==> config.mk <==
export PLATFORM = sky130hd
export DESIGN_NAME = alu_op_controller_flat
export DESIGN_NICKNAME = d
export VERILOG_FILES = /design/src/rtl/alu_pkg.sv /design/src/rtl/alu_op_controller_if.sv /design/src/rtl/alu_op_controller.sv /design/src/flat_wrapper.sv
export SDC_FILE = /design/constraint.sdc
export NUM_CORES = 1
export LEC_CHECK = 0
export CAP_MARGIN = 20
export CORE_MARGIN = 5
export CORE_UTILIZATION = 41
export DETAILED_ROUTE_END_ITERATION = 8
export PLACE_DENSITY = 0.8
export SYNTH_ARGS = -nofsm -noshare
export SYNTH_HDL_FRONTEND = slang
export SYNTH_SLANG_ARGS = --single-unit
==> constraint.sdc <==
create_clock -name clk -period 2.4 [get_ports clk]
set_input_delay 0.24 -clock clk [delete_from_list [all_inputs] [get_ports clk]]
set_output_delay 0.24 -clock clk [all_outputs]
set_load 0.005 [all_outputs]
==> src/rtl/alu_pkg.sv <==
// Shared definitions for the ALU sequencing front end: opcode encoding
// (identical to the ALU result-mux select) and controller state encoding.
package alu_pkg;

  localparam logic [2:0] OP_AND = 3'b000;
  localparam logic [2:0] OP_OR  = 3'b001;
  localparam logic [2:0] OP_XOR = 3'b010;
  localparam logic [2:0] OP_NOR = 3'b011;
  localparam logic [2:0] OP_LT  = 3'b100;
  localparam logic [2:0] OP_ADD = 3'b101;
  localparam logic [2:0] OP_SUB = 3'b110;
  localparam logic [2:0] OP_MOD = 3'b111;

  typedef enum logic [1:0] {
    IDLE  = 2'd0,
    EXEC  = 2'd1,
    MWAIT = 2'd2,
    HOLD  = 2'd3
  } state_t;

  // Only the adder ops produce a meaningful carry-out.
  function automatic logic op_has_carry(input logic [2:0] op);
    return (op == OP_ADD) || (op == OP_SUB);
  endfunction

endpackage

==> src/rtl/alu_op_controller_if.sv <==
// Bundle of request, response, ALU operand/select and modulo-unit signals.
// master = the controller; slave = driver, consumer and ALU datapath side.
interface alu_op_controller_if #(
  parameter int WIDTH = 32
);
  logic             req_valid;
  logic             req_ready;
  logic [2:0]       req_op;
  logic [WIDTH-1:0] req_a;
  logic [WIDTH-1:0] req_b;

  logic [WIDTH-1:0] alu_a;
  logic [WIDTH-1:0] alu_b;
  logic [2:0]       alu_sel;
  logic [WIDTH-1:0] alu_result;
  logic             alu_cout;

  logic             mod_start;
  logic             mod_done;

  logic             rsp_valid;
  logic             rsp_ready;
  logic [WIDTH-1:0] rsp_data;
  logic             rsp_cout;
  logic             rsp_err;

  modport master (
    input  req_valid, req_op, req_a, req_b,
    output req_ready,
    output alu_a, alu_b, alu_sel,
    input  alu_result, alu_cout,
    output mod_start,
    input  mod_done,
    output rsp_valid, rsp_data, rsp_cout, rsp_err,
    input  rsp_ready
  );

  modport slave (
    output req_valid, req_op, req_a, req_b,
    input  req_ready,
    input  alu_a, alu_b, alu_sel,
    output alu_result, alu_cout,
    input  mod_start,
    output mod_done,
    input  rsp_valid, rsp_data, rsp_cout, rsp_err,
    output rsp_ready
  );
endinterface

==> src/rtl/alu_op_controller.sv <==
// Sequencing front end for the ALU: accepts one operation at a time, drives
// registered operands/select, runs the multi-cycle modulo unit with a
// timeout, and returns the captured result over a valid/ready response.
// MOD_TIMEOUT must be at least 2.
module alu_op_controller
  import alu_pkg::*;
#(
  parameter int WIDTH       = 32,
  parameter int MOD_TIMEOUT = 64
) (
  input  logic                 clk,
  input  logic                 rst_n,
  alu_op_controller_if.master  bus
);

  localparam int TO_W = $clog2(MOD_TIMEOUT + 1);

  state_t           state;
  state_t           state_next;
  logic [TO_W-1:0]  to_cnt;
  logic [TO_W-1:0]  to_cnt_inc;
  logic             timeout_hit;
  logic             req_fire;
  logic             mod_by_zero;

  logic [WIDTH-1:0] alu_a_q;
  logic [WIDTH-1:0] alu_b_q;
  logic [2:0]       alu_sel_q;
  logic             mod_start_q;
  logic [WIDTH-1:0] rsp_data_q;
  logic             rsp_cout_q;
  logic             rsp_err_q;

  assign req_fire    = bus.req_valid && (state == IDLE);
  assign mod_by_zero = (bus.req_b == '0);
  assign to_cnt_inc  = to_cnt + TO_W'(1);
  assign timeout_hit = (to_cnt_inc == TO_W'(MOD_TIMEOUT));

  assign bus.req_ready = (state == IDLE);
  assign bus.rsp_valid = (state == HOLD);
  assign bus.alu_a     = alu_a_q;
  assign bus.alu_b     = alu_b_q;
  assign bus.alu_sel   = alu_sel_q;
  assign bus.mod_start = mod_start_q;
  assign bus.rsp_data  = rsp_data_q;
  assign bus.rsp_cout  = rsp_cout_q;
  assign bus.rsp_err   = rsp_err_q;

  // State register.
  // NOTE: sequential state uses non-blocking (<=) so every flop samples
  // pre-edge values regardless of block ordering.
  always_ff @(posedge clk or negedge rst_n) begin
    if (!rst_n) state <= IDLE;
    else        state <= state_next;
  end

  // Next-state logic; a completing mod_done takes priority over a timeout.
  // NOTE: state_next gets a default before the case so no path leaves it
  // unassigned, which would otherwise infer a latch.
  always_comb begin
    state_next = state;
    unique case (state)
      IDLE: begin
        if (req_fire) begin
          if (bus.req_op != OP_MOD) state_next = EXEC;
          else if (mod_by_zero)     state_next = HOLD;
          else                      state_next = MWAIT;
        end
      end
      EXEC:  state_next = HOLD;
      MWAIT: if (bus.mod_done || timeout_hit) state_next = HOLD;
      HOLD:  if (bus.rsp_ready) state_next = IDLE;
      default: state_next = IDLE;
    endcase
  end

  // Operand/select latching, modulo start pulse, timeout counter and
  // response capture. Response registers only change outside HOLD, so they
  // stay stable while the consumer stalls.
  always_ff @(posedge clk or negedge rst_n) begin
    if (!rst_n) begin
      alu_a_q     <= '0;
      alu_b_q     <= '0;
      alu_sel_q   <= OP_AND;
      mod_start_q <= 1'b0;
      to_cnt      <= '0;
      rsp_data_q  <= '0;
      rsp_cout_q  <= 1'b0;
      rsp_err_q   <= 1'b0;
    end else begin
      mod_start_q <= 1'b0;
      unique case (state)
        IDLE: begin
          if (req_fire) begin
            alu_a_q   <= bus.req_a;
            alu_b_q   <= bus.req_b;
            alu_sel_q <= bus.req_op;
            if (bus.req_op == OP_MOD) begin
              if (mod_by_zero) begin
                rsp_data_q <= '0;
                rsp_cout_q <= 1'b0;
                rsp_err_q  <= 1'b1;
              end else begin
                mod_start_q <= 1'b1;
                to_cnt      <= '0;
              end
            end
          end
        end
        EXEC: begin
          rsp_data_q <= bus.alu_result;
          rsp_cout_q <= op_has_carry(alu_sel_q) ? bus.alu_cout : 1'b0;
          rsp_err_q  <= 1'b0;
        end
        MWAIT: begin
          to_cnt <= to_cnt_inc;
          if (bus.mod_done) begin
            rsp_data_q <= bus.alu_result;
            rsp_cout_q <= 1'b0;
            rsp_err_q  <= 1'b0;
          end else if (timeout_hit) begin
            rsp_data_q <= '0;
            rsp_cout_q <= 1'b0;
            rsp_err_q  <= 1'b1;
          end
        end
        default: ;
      endcase
    end
  end

endmodule

==> src/flat_wrapper.sv <==
// flat-port wrapper written by rule: the top's interface ports become plain ports
module alu_op_controller_flat import alu_pkg::*;
#(
  parameter int WIDTH       = 32,
  parameter int MOD_TIMEOUT = 64
)
  (clk, rst_n, bus_req_valid, bus_req_op, bus_req_a, bus_req_b, bus_req_ready, bus_alu_a, bus_alu_b, bus_alu_sel, bus_alu_result, bus_alu_cout, bus_mod_start, bus_mod_done, bus_rsp_valid, bus_rsp_data, bus_rsp_cout, bus_rsp_err, bus_rsp_ready);
  alu_op_controller_if #(.WIDTH(WIDTH)) bus_i ();
  input  logic clk;
  input  logic rst_n;
  input wire logic [$bits(bus_i.req_valid)-1:0] bus_req_valid;
  input wire logic [$bits(bus_i.req_op)-1:0] bus_req_op;
  input wire logic [$bits(bus_i.req_a)-1:0] bus_req_a;
  input wire logic [$bits(bus_i.req_b)-1:0] bus_req_b;
  output wire logic [$bits(bus_i.req_ready)-1:0] bus_req_ready;
  output wire logic [$bits(bus_i.alu_a)-1:0] bus_alu_a;
  output wire logic [$bits(bus_i.alu_b)-1:0] bus_alu_b;
  output wire logic [$bits(bus_i.alu_sel)-1:0] bus_alu_sel;
  input wire logic [$bits(bus_i.alu_result)-1:0] bus_alu_result;
  input wire logic [$bits(bus_i.alu_cout)-1:0] bus_alu_cout;
  output wire logic [$bits(bus_i.mod_start)-1:0] bus_mod_start;
  input wire logic [$bits(bus_i.mod_done)-1:0] bus_mod_done;
  output wire logic [$bits(bus_i.rsp_valid)-1:0] bus_rsp_valid;
  output wire logic [$bits(bus_i.rsp_data)-1:0] bus_rsp_data;
  output wire logic [$bits(bus_i.rsp_cout)-1:0] bus_rsp_cout;
  output wire logic [$bits(bus_i.rsp_err)-1:0] bus_rsp_err;
  input wire logic [$bits(bus_i.rsp_ready)-1:0] bus_rsp_ready;
  assign bus_i.req_valid = bus_req_valid;
  assign bus_i.req_op = bus_req_op;
  assign bus_i.req_a = bus_req_a;
  assign bus_i.req_b = bus_req_b;
  assign bus_req_ready = bus_i.req_ready;
  assign bus_alu_a = bus_i.alu_a;
  assign bus_alu_b = bus_i.alu_b;
  assign bus_alu_sel = bus_i.alu_sel;
  assign bus_i.alu_result = bus_alu_result;
  assign bus_i.alu_cout = bus_alu_cout;
  assign bus_mod_start = bus_i.mod_start;
  assign bus_i.mod_done = bus_mod_done;
  assign bus_rsp_valid = bus_i.rsp_valid;
  assign bus_rsp_data = bus_i.rsp_data;
  assign bus_rsp_cout = bus_i.rsp_cout;
  assign bus_rsp_err = bus_i.rsp_err;
  assign bus_i.rsp_ready = bus_rsp_ready;
  alu_op_controller #(.WIDTH(WIDTH), .MOD_TIMEOUT(MOD_TIMEOUT)) u_core (.clk(clk), .rst_n(rst_n), .bus(bus_i));
endmodule
Yosys cells after proc, flatten, opt, wreduce, memory -nomap -nowiden
Index checks and enable logic that the tools add are counted.
{"block": "classes", "n_addsub": 1, "eq_ne": 15, "mux": 33, "n_reduce_logical": 11}
{"cell": "two-way mux 32 bit", "n": 5}
{"cell": "case mux 32 bit (3 select lines)", "n": 1}
{"cell": "zero test 32 bit", "n": 1}
{"cell": "two-way mux 7 bit", "n": 3}
{"cell": "two-way mux 1 bit", "n": 16}
{"cell": "case mux 7 bit (2 select lines)", "n": 1}
{"cell": "!= test 2 x 1 -> 1 bit, second input constant", "n": 5}
{"cell": "== test 3 bit, second input constant", "n": 3}
{"cell": "two-way mux 2 bit", "n": 4}
{"cell": "case mux 2 bit (4 select lines)", "n": 1}
{"cell": "adder 7 x 1 -> 7 bit, second input constant", "n": 1}
{"cell": "== test 7 bit, second input constant", "n": 1}
{"cell": "case mux 1 bit (3 select lines)", "n": 2}
{"cell": "AND reduction 5 bit", "n": 1}
{"cell": "== test 2 bit, second input constant", "n": 2}
{"cell": "AND reduction 4 bit", "n": 1}
{"cell": "!= test 3 x 2 -> 1 bit, second input constant", "n": 1}
{"cell": "!= test 3 bit, second input constant", "n": 1}
{"cell": "AND reduction 3 bit", "n": 1}
{"cell": "nonzero test 3 bit", "n": 1}
{"cell": "== test 2 x 1 -> 1 bit, second input constant", "n": 1}
{"cell": "zero test 2 bit", "n": 1}
{"cell": "logical OR 1 bit", "n": 2}
{"cell": "!= test 2 bit, second input constant", "n": 1}
{"cell": "3 further kinds", "n": 3}
{"block": "word_totals", "ff_bits": 111, "inputBits": 105, "word_cells": 69}

Depth between registers and ports, before layout
Gate-level depths: netlist of run 1.
{"block": "depth", "depth_word": 5, "depth_mapped": 9}

Worst setup path after synthesis of run 1
Ideal clock, no wire load.
{"block": "synth_path", "kind": "reg-to-reg", "start": "reg u_core.state[0]", "end": "reg u_core.alu_b_q[10], in the netlist u_core.bus.alu_b[10]", "t_arrival_ns": 1.948, "t_required_ns": 2.275, "path_slack_ns": 0.327, "stages_incl_launch_ff": 8, "path_cell_list": "dfrtp_1 > inv_1 > ha_1 > clkbuf_1 > nand2_1 > buf_2 > buf_1 > mux2_2"}
{"block": "synth_between", "elab_chain_cells": 3}
{"element": "from (decl)", "line_no": "alu_op_controller.sv:18", "rtl": "state_t state;"}
{"element": "from (signal assigned)", "line_no": "alu_op_controller.sv:54", "rtl": "else state <= state_next;"}
{"element": "zero test 2 bit *"}
{"element": "named net bus_req_ready", "line_no": "flat_wrapper.sv:15", "rtl": "output wire logic [$bits(bus_i.req_ready)-1:0] bus_req_ready;"}
{"element": "logical AND 1 bit", "line_no": "alu_op_controller.sv:34", "rtl": "assign req_fire = bus.req_valid && (state == IDLE);"}
{"element": "AND reduction 2 bit (no source line) *"}
{"element": "to (signal assigned)", "line_no": "alu_op_controller.sv:96", "rtl": "alu_b_q <= bus.req_b;"}
{"element": "to (decl)", "line_no": "alu_op_controller.sv:27", "rtl": "logic [WIDTH-1:0] alu_b_q;"}
Mark *: on every way through the listed nets, which the timed path passes. The rest lies on a longest branch.
A chain may end at the register's enable or synchronous reset.

Worst setup path in the final report of run 1
{"block": "layout_path", "start": "reg u_core.to_cnt[3]", "end": "reg u_core.state[1]"}
{"block": "layout_between", "elab_chain_cells": 5}
{"element": "from (decl)", "line_no": "alu_op_controller.sv:20", "rtl": "logic [TO_W-1:0] to_cnt;"}
{"element": "from (signal assigned)", "line_no": "alu_op_controller.sv:116", "rtl": "to_cnt <= to_cnt_inc;"}
{"element": "adder 7 x 1 -> 7 bit", "line_no": "alu_op_controller.sv:36", "rtl": "assign to_cnt_inc = to_cnt + TO_W'(1);"}
{"element": "== test 7 bit", "line_no": "alu_op_controller.sv:37", "rtl": "assign timeout_hit = (to_cnt_inc == TO_W'(MOD_TIMEOUT));"}
{"element": "logical OR 1 bit", "line_no": "alu_op_controller.sv:71", "rtl": "MWAIT: if (bus.mod_done || timeout_hit) state_next = HOLD;"}
{"element": "!= test 2 x 1 -> 1 bit (no source line)"}
{"element": "AND reduction 3 bit (no source line)"}
Every way passes these cells.

==> results by group, run 1 <==
Synthesis
  • Share of the synthesized area in the top cell type: 61.8%
  • Post-synthesis sequential area ratio: 61.8%
  • Commonest cells post-synth: dfrtp_1 (111), mux2_2 (70), a22o_1 (33)
  • Synth Warn #: 0
  • Post-synth net total: 422
  • Prevailing post-synth register cell: dfrtp_1
  • Netlist cell types: 37
  • Ys async rst share: 100%
  • Main area contributors after synthesis: dfrtp_1 (62%), mux2_2 (18%), a22o_1 (6.4%)
  • Most frequent cell after synthesis: dfrtp_1
  • Synth area leader: dfrtp_1
  • Syn Inst Count: 311
  • Post-synthesis cell area: 4500 µm²
  • #FFs+latches synth: 111
  • Post-synth EDFFs: 0
  • Syn Area/Cell: 14.5 µm²

Floorplanning
  • Die X: 115 µm
  • # IOs: 209
  • Standard-cell rows: 38
  • Die H: 115 µm
  • Die Footprint: 13200 µm²
  • CORE AREA: 10800 µm²
  • Starting density of the core: 41.7%

Global route
  • Global Route Usage Sum: 18.4%
  • Initial antenna violation count: 0
  • Total global routing overflow: 0
  • Global-route wire length before repair: 19300 µm
  • Vias in the first global route: 3822
  • Largest net degree at the start of global routing: 63

Finish
  • Final nets: 640
  • Fin util: 65.0%
  • Final instance area: 7020 µm²
  • Share of layout cells above drive strength 1: 19.5%
  • N_diodes: 0
  • Area grow syn2layout: 56.1%

Power
  • LEAKAGE: 3.00 nW
  • Power per cell area: 1210 nW/µm²
  • Worst vdd ir: 619 µV

Timing
  • Tightest Pin Transition: 0.433 ns
  • Hold Worst Slack: 0.296 ns
  • Fin. Hold Viols: 0
  • Fin crit share: 87.7%
  • Highest Clock Rate: 0.475 GHz
  • Final critical-path required period: 2.10 ns
  • Setup violators final: 0
  • Worst Skew: 0.00629 ns
  • Sum Neg Setup Slack: 0 ns
  • RSZ-0062 raised after global routing: false
  • Worst slew margin: 71.1%
  • Max-slew violations: 0

CTS
  • Total number of H-tree levels: 3
  • CTS max path bufs: 2
  • Clock slew seen by the registers of the worst setup and hold paths: 0.10 ns
  • Root buf cell: clkbuf_8
  • Clock sinks: 111
  • CTS Buf Count: 9
  • CTS-repair resized insts: 0
  • Post-CTS Setup Repair Bufs: 0
  • CTS tree: built
  • Hold buffers post-CTS: 1
  • Worst skew pair latency: 0.36 ns

Setup path
  • CP Data Required Time: 2.65 ns
  • Crit start category: register
  • Endpoint class of the critical path: register
  • Arrival time worst endpoint: 2.36 ns
  • Slowest stage delay, CP: 0.53 ns
  • Slowest cell on the critical path: or4b_1
  • Critical Path Fanout Max: 7
  • Worst r2r path cells: 5
  • Critical path, cell by cell: or4b_1 > nor3b_1 > o32a_2 > a21boi_2 > mux2_2
  • CP Class: reg -> reg

Route
  • Via density: 5.12
  • Post-route antenna net violation count: 0
  • Initial DRC Count: 169
  • DRC Markers: 0
  • Drt first pass iters: 5
  • DR WL/cell: 17.7 µm
  • Via Count: 3448
  • Final wirelength: 11900 µm

Hold path
  • Path type of the worst min-delay path: in -> async

Place
  • Post-DP HPWL: 9310 µm
  • Placed cell area: 6790 µm²
  • I/O Buffers: 208
  • Routability cong.: 0.837

Job
  • Max Cap Viol: 0

Run status
  • Status: finished, final reports clean
## registers in the layout, summed over array words and instances, names as in the netlist, 2 cells and up
| signal | cells |
|---|---|
| u_core.bus.alu_a | 32 |
| u_core.bus.alu_b | 32 |
| u_core.bus.rsp_data | 32 |
| u_core.to_cnt | 7 |
| u_core.bus.alu_sel | 3 |
| u_core.state | 2 |
## cell type report
cell class | instances | area [µm²]
flip-flops and latches | 111 | 2780
inverters | 6 | 22.5
clock buffers | 11 | 141
repair buffers | 223 | 2230
well taps | 140 | 175
multi-input cells | 178 | 1590
fillers | 841 | 3770
clock inverters | 5 | 81.3
## metal layers
layer	vias to the layer above	global-route usage [%]	part of all wire, %	wire [µm]
met2	140	30.3	49	5860
met3	14	5.37	9.1	1080
li1	1593	-	-	-
met1	1701	23.2	40	4810
met4	0	6.42	1.6	191
met5	-	0	0	0
## per-stage QoR
stage / worst slack, ns / instances / total power [mW]
finish: 0.296 / 674 / 8.46
global placement: -0.0441 / 657 / 7.16
CTS: 0.291 / 674 / 8.61
floorplan: 0.327 / 311 / 5.09
detailed placement: -0.0779 / 657 / 7.34
global route: 0.179 / 674 / 9.03
## final timing paths
path	end	start	slack [ns]
min in group clk	u_core.bus.rsp_data[30]	bus_alu_result[30]	0.47
min	u_core.bus.alu_sel[0]	rst_n	0.30
min reg2reg	u_core.bus.rsp_data[2]	u_core.bus.rsp_data[2]	0.51
max in group asynchronous	u_core.bus.alu_b[18]	rst_n	1.41
max reg2reg	u_core.state[1]	u_core.to_cnt[3]	0.30
max	u_core.state[1]	u_core.to_cnt[3]	0.30
## layout by cell type, fill, tap and decap left out, types with 5 or more instances in the layout
| cell type | count |
|---|---|
| nor4_1 | 10 |
| a22o_1 | 33 |
| and3_1 | 5 |
| nand3_1 | 5 |
| clkbuf_8 | 10 |
| buf_4 | 12 |
| ha_1 | 6 |
| nand2_1 | 8 |
| mux2_2 | 70 |
| nor2_1 | 6 |
| dfrtp_1 | 111 |
| clkdlybuf4s50_1 | 207 |
| inv_1 | 6 |
## cell families (layout without fill, tap and decap cells)
| family | Yosys count | count (layout) | share of synthesized area (%) |
|---|---|---|---|
| xor+xnor | 1 | 1 | 0.195 |
| compound gates | 57 | 57 | 10.4 |
| buf+inv | 22 | 245 | 2.95 |
| flops | 111 | 111 | 61.8 |
| mux | 72 | 72 | 18.0 |
| simple gates | 42 | 42 | 5.03 |
| fa+ha+maj | 6 | 6 | 1.67 |
## critical path, delay by kind of cell, from the launching register on
family	cells	cell delay (ns)
flip-flops	1	0.45
AND/OR/NAND/NOR	2	0.77
AO/OA/AOI/OAI	2	0.43
multiplexers	1	0.35
## where the power goes
group,total [mW],switching (mW),internal (mW)
Sequential,3.20,0.483,2.72
Combinational,4.04,1.45,2.60
Clock,1.22,0.603,0.617
Total,8.46,2.53,5.93
Note: power is estimated with default switching activity, not from simulation.
==> inputs of run 2 (changes only) <==
--- a/config.mk
+++ b/config.mk
@@ -8,6 +8,7 @@
 export CAP_MARGIN = 20
 export CORE_MARGIN = 5
 export CORE_UTILIZATION = 41
+export CTS_BUF_LIST = sky130_fd_sc_hd__clkbuf_4 sky130_fd_sc_hd__clkbuf_8 sky130_fd_sc_hd__clkbuf_16
 export DETAILED_ROUTE_END_ITERATION = 8
 export PLACE_DENSITY = 0.8
 export SYNTH_ARGS = -nofsm -noshare
==> run 2 against run 1 <==
Net effect: die area unchanged; fmax about the same; largest power group unchanged; final cell count unchanged; sequential power about the same; worst hold slack is essentially flat; sequential cell count is the same; utilization about the same; sequential share of layout area is essentially flat; global-route usage is the same; via count barely moved; total power rose by 0.13%.
==> results by group, run 2 (synthesized netlist as in run 1, its figures left out) <==
Run status
  • Status: finished, final reports clean

Floorplanning
  • Die Footprint: 13200 µm²
  • Die X: 115 µm
  • Starting density of the core: 41.7%
  • # IOs: 209
  • CORE AREA: 10800 µm²
  • Die H: 115 µm
  • Standard-cell rows: 38

Global route
  • Global-route wire length before repair: 19300 µm
  • Global Route Usage Sum: 18.4%
  • Total global routing overflow: 0
  • Vias in the first global route: 3822
  • Largest net degree at the start of global routing: 63
  • Initial antenna violation count: 0

Finish
  • N_diodes: 0
  • Most frequent cells in the layout: clkdlybuf4s50_1 (207), dfrtp_1 (111), mux2_2 (70)
  • Filler cells: 841
  • Share of layout cells above drive strength 1: 19.7%
  • Commonest non-fill, non-tap cell in the layout: clkdlybuf4s50_1
  • Final instance area: 7020 µm²
  • Area grow syn2layout: 56.2%
  • Final nets: 640

Setup path
  • Critical Path Fanout Max: 7
  • Crit start category: register
  • CP Data Required Time: 2.65 ns
  • Endpoint class of the critical path: register
  • CP Class: reg -> reg
  • Arrival time worst endpoint: 2.36 ns

CTS
  • CTS tree: built
  • Clock sinks: 111
  • CTS Buf Count: 9
  • Total number of H-tree levels: 3
  • Root buf cell: clkbuf_8
  • Worst skew pair latency: 0.36 ns
  • Clock slew seen by the registers of the worst setup and hold paths: 0.10 ns
  • CTS max path bufs: 2
  • Post-CTS Setup Repair Bufs: 0
  • Hold buffers post-CTS: 1
  • CTS-repair resized insts: 0

Place
  • I/O Buffers: 208
  • Post-DP HPWL: 9310 µm
  • Pre-CTS setup slack: -0.0779 ns
  • Routability cong.: 0.837
  • Placed cell area: 6790 µm²

Route
  • DRC Markers: 0
  • Initial DRC Count: 169
  • Post-route antenna net violation count: 0
  • Final wirelength: 11900 µm
  • Via Count: 3447
  • DR WL/cell: 17.7 µm
  • Via density: 5.11
  • Drt first pass iters: 5

Timing
  • RSZ-0062 raised after global routing: false
  • Final critical-path required period: 2.10 ns
  • Worst slew margin: 71.1%
  • Setup violators final: 0
  • Worst Skew: 0.00629 ns
  • Tightest Pin Transition: 0.433 ns
  • Fin. Hold Viols: 0
  • Fin crit share: 87.7%
  • Hold Worst Slack: 0.296 ns
  • Max-slew violations: 0
  • Final setup margin: 0.296 ns
  • Highest Clock Rate: 0.475 GHz

Hold path
  • Path type of the worst min-delay path: in -> async

Power
  • Worst vdd ir: 619 µV
  • LEAKAGE: 3.00 nW
  • Power per cell area: 1210 nW/µm²

Job
  • Max Cap Viol: 0
==> run 2: cell counts in the layout (fill, tap and decap cells not counted) <==
No cell type changed its count.
==> run 2: worst max-delay path, cell delays in order, from the launching register on <==
cell and delay [ns]:
dfrtp_1 0.45, or4b_1 0.53, nor3b_1 0.24, o32a_2 0.23, a21boi_2 0.20, mux2_2 0.35
==> run 2: final timing paths <==
kind,from,end,slack [ns],depth (start not counted)
worst max-delay path,u_core.to_cnt[3],u_core.state[1],0.30,5
worst min-delay path,rst_n,u_core.bus.alu_sel[0],0.30,2
worst max register to register,u_core.to_cnt[3],u_core.state[1],0.30,5
worst min register to register,u_core.bus.rsp_data[2],u_core.bus.rsp_data[2],0.51,1
max in group asynchronous,rst_n,u_core.bus.alu_b[18],1.41,3
min in group clk,bus_alu_result[30],u_core.bus.rsp_data[30],0.47,2
==> run 2: final cells by class <==
type / instances / area, µm² / share of cell area, %
Inverter: 6 / 22.5 / 0.321
Clock inverter: 5 / 81.3 / 1.16
Tap cell: 140 / 175 / 2.49
Sequential cell: 111 / 2780 / 39.5
Multi-Input combinational cell: 178 / 1590 / 22.6
Timing Repair Buffer: 223 / 2230 / 31.8
Clock buffer: 11 / 145 / 2.07
==> run 2: stage by stage <==
stage          util, %  TNS, ns  std cells  total power [mW]
2_1_floorplan        -        0        311              5.09
3_3_place_gp      62.9   -0.761        657              7.16
3_5_place_dp      62.9    -2.06        657              7.34
4_1_cts           65.1        0        674              8.62
5_1_grt           65.1        0        674              9.04
6_report          65.1        0        674              8.48
==> run 2: where the power goes <==
part	leakage (nW)	switching, mW	internal (mW)
logic	1.52	1.45	2.60
registers	1.37	0.483	2.72
clock network	0.113	0.604	0.629
==> run 2: metal layers <==
metal	GRT usage, %	vias up	part of all wire (%)
li1	-	1593	-
met1	23.2	1702	40
met2	30.3	138	49
met3	5.37	14	9.0
met4	6.42	0	1.6
met5	0	-	0
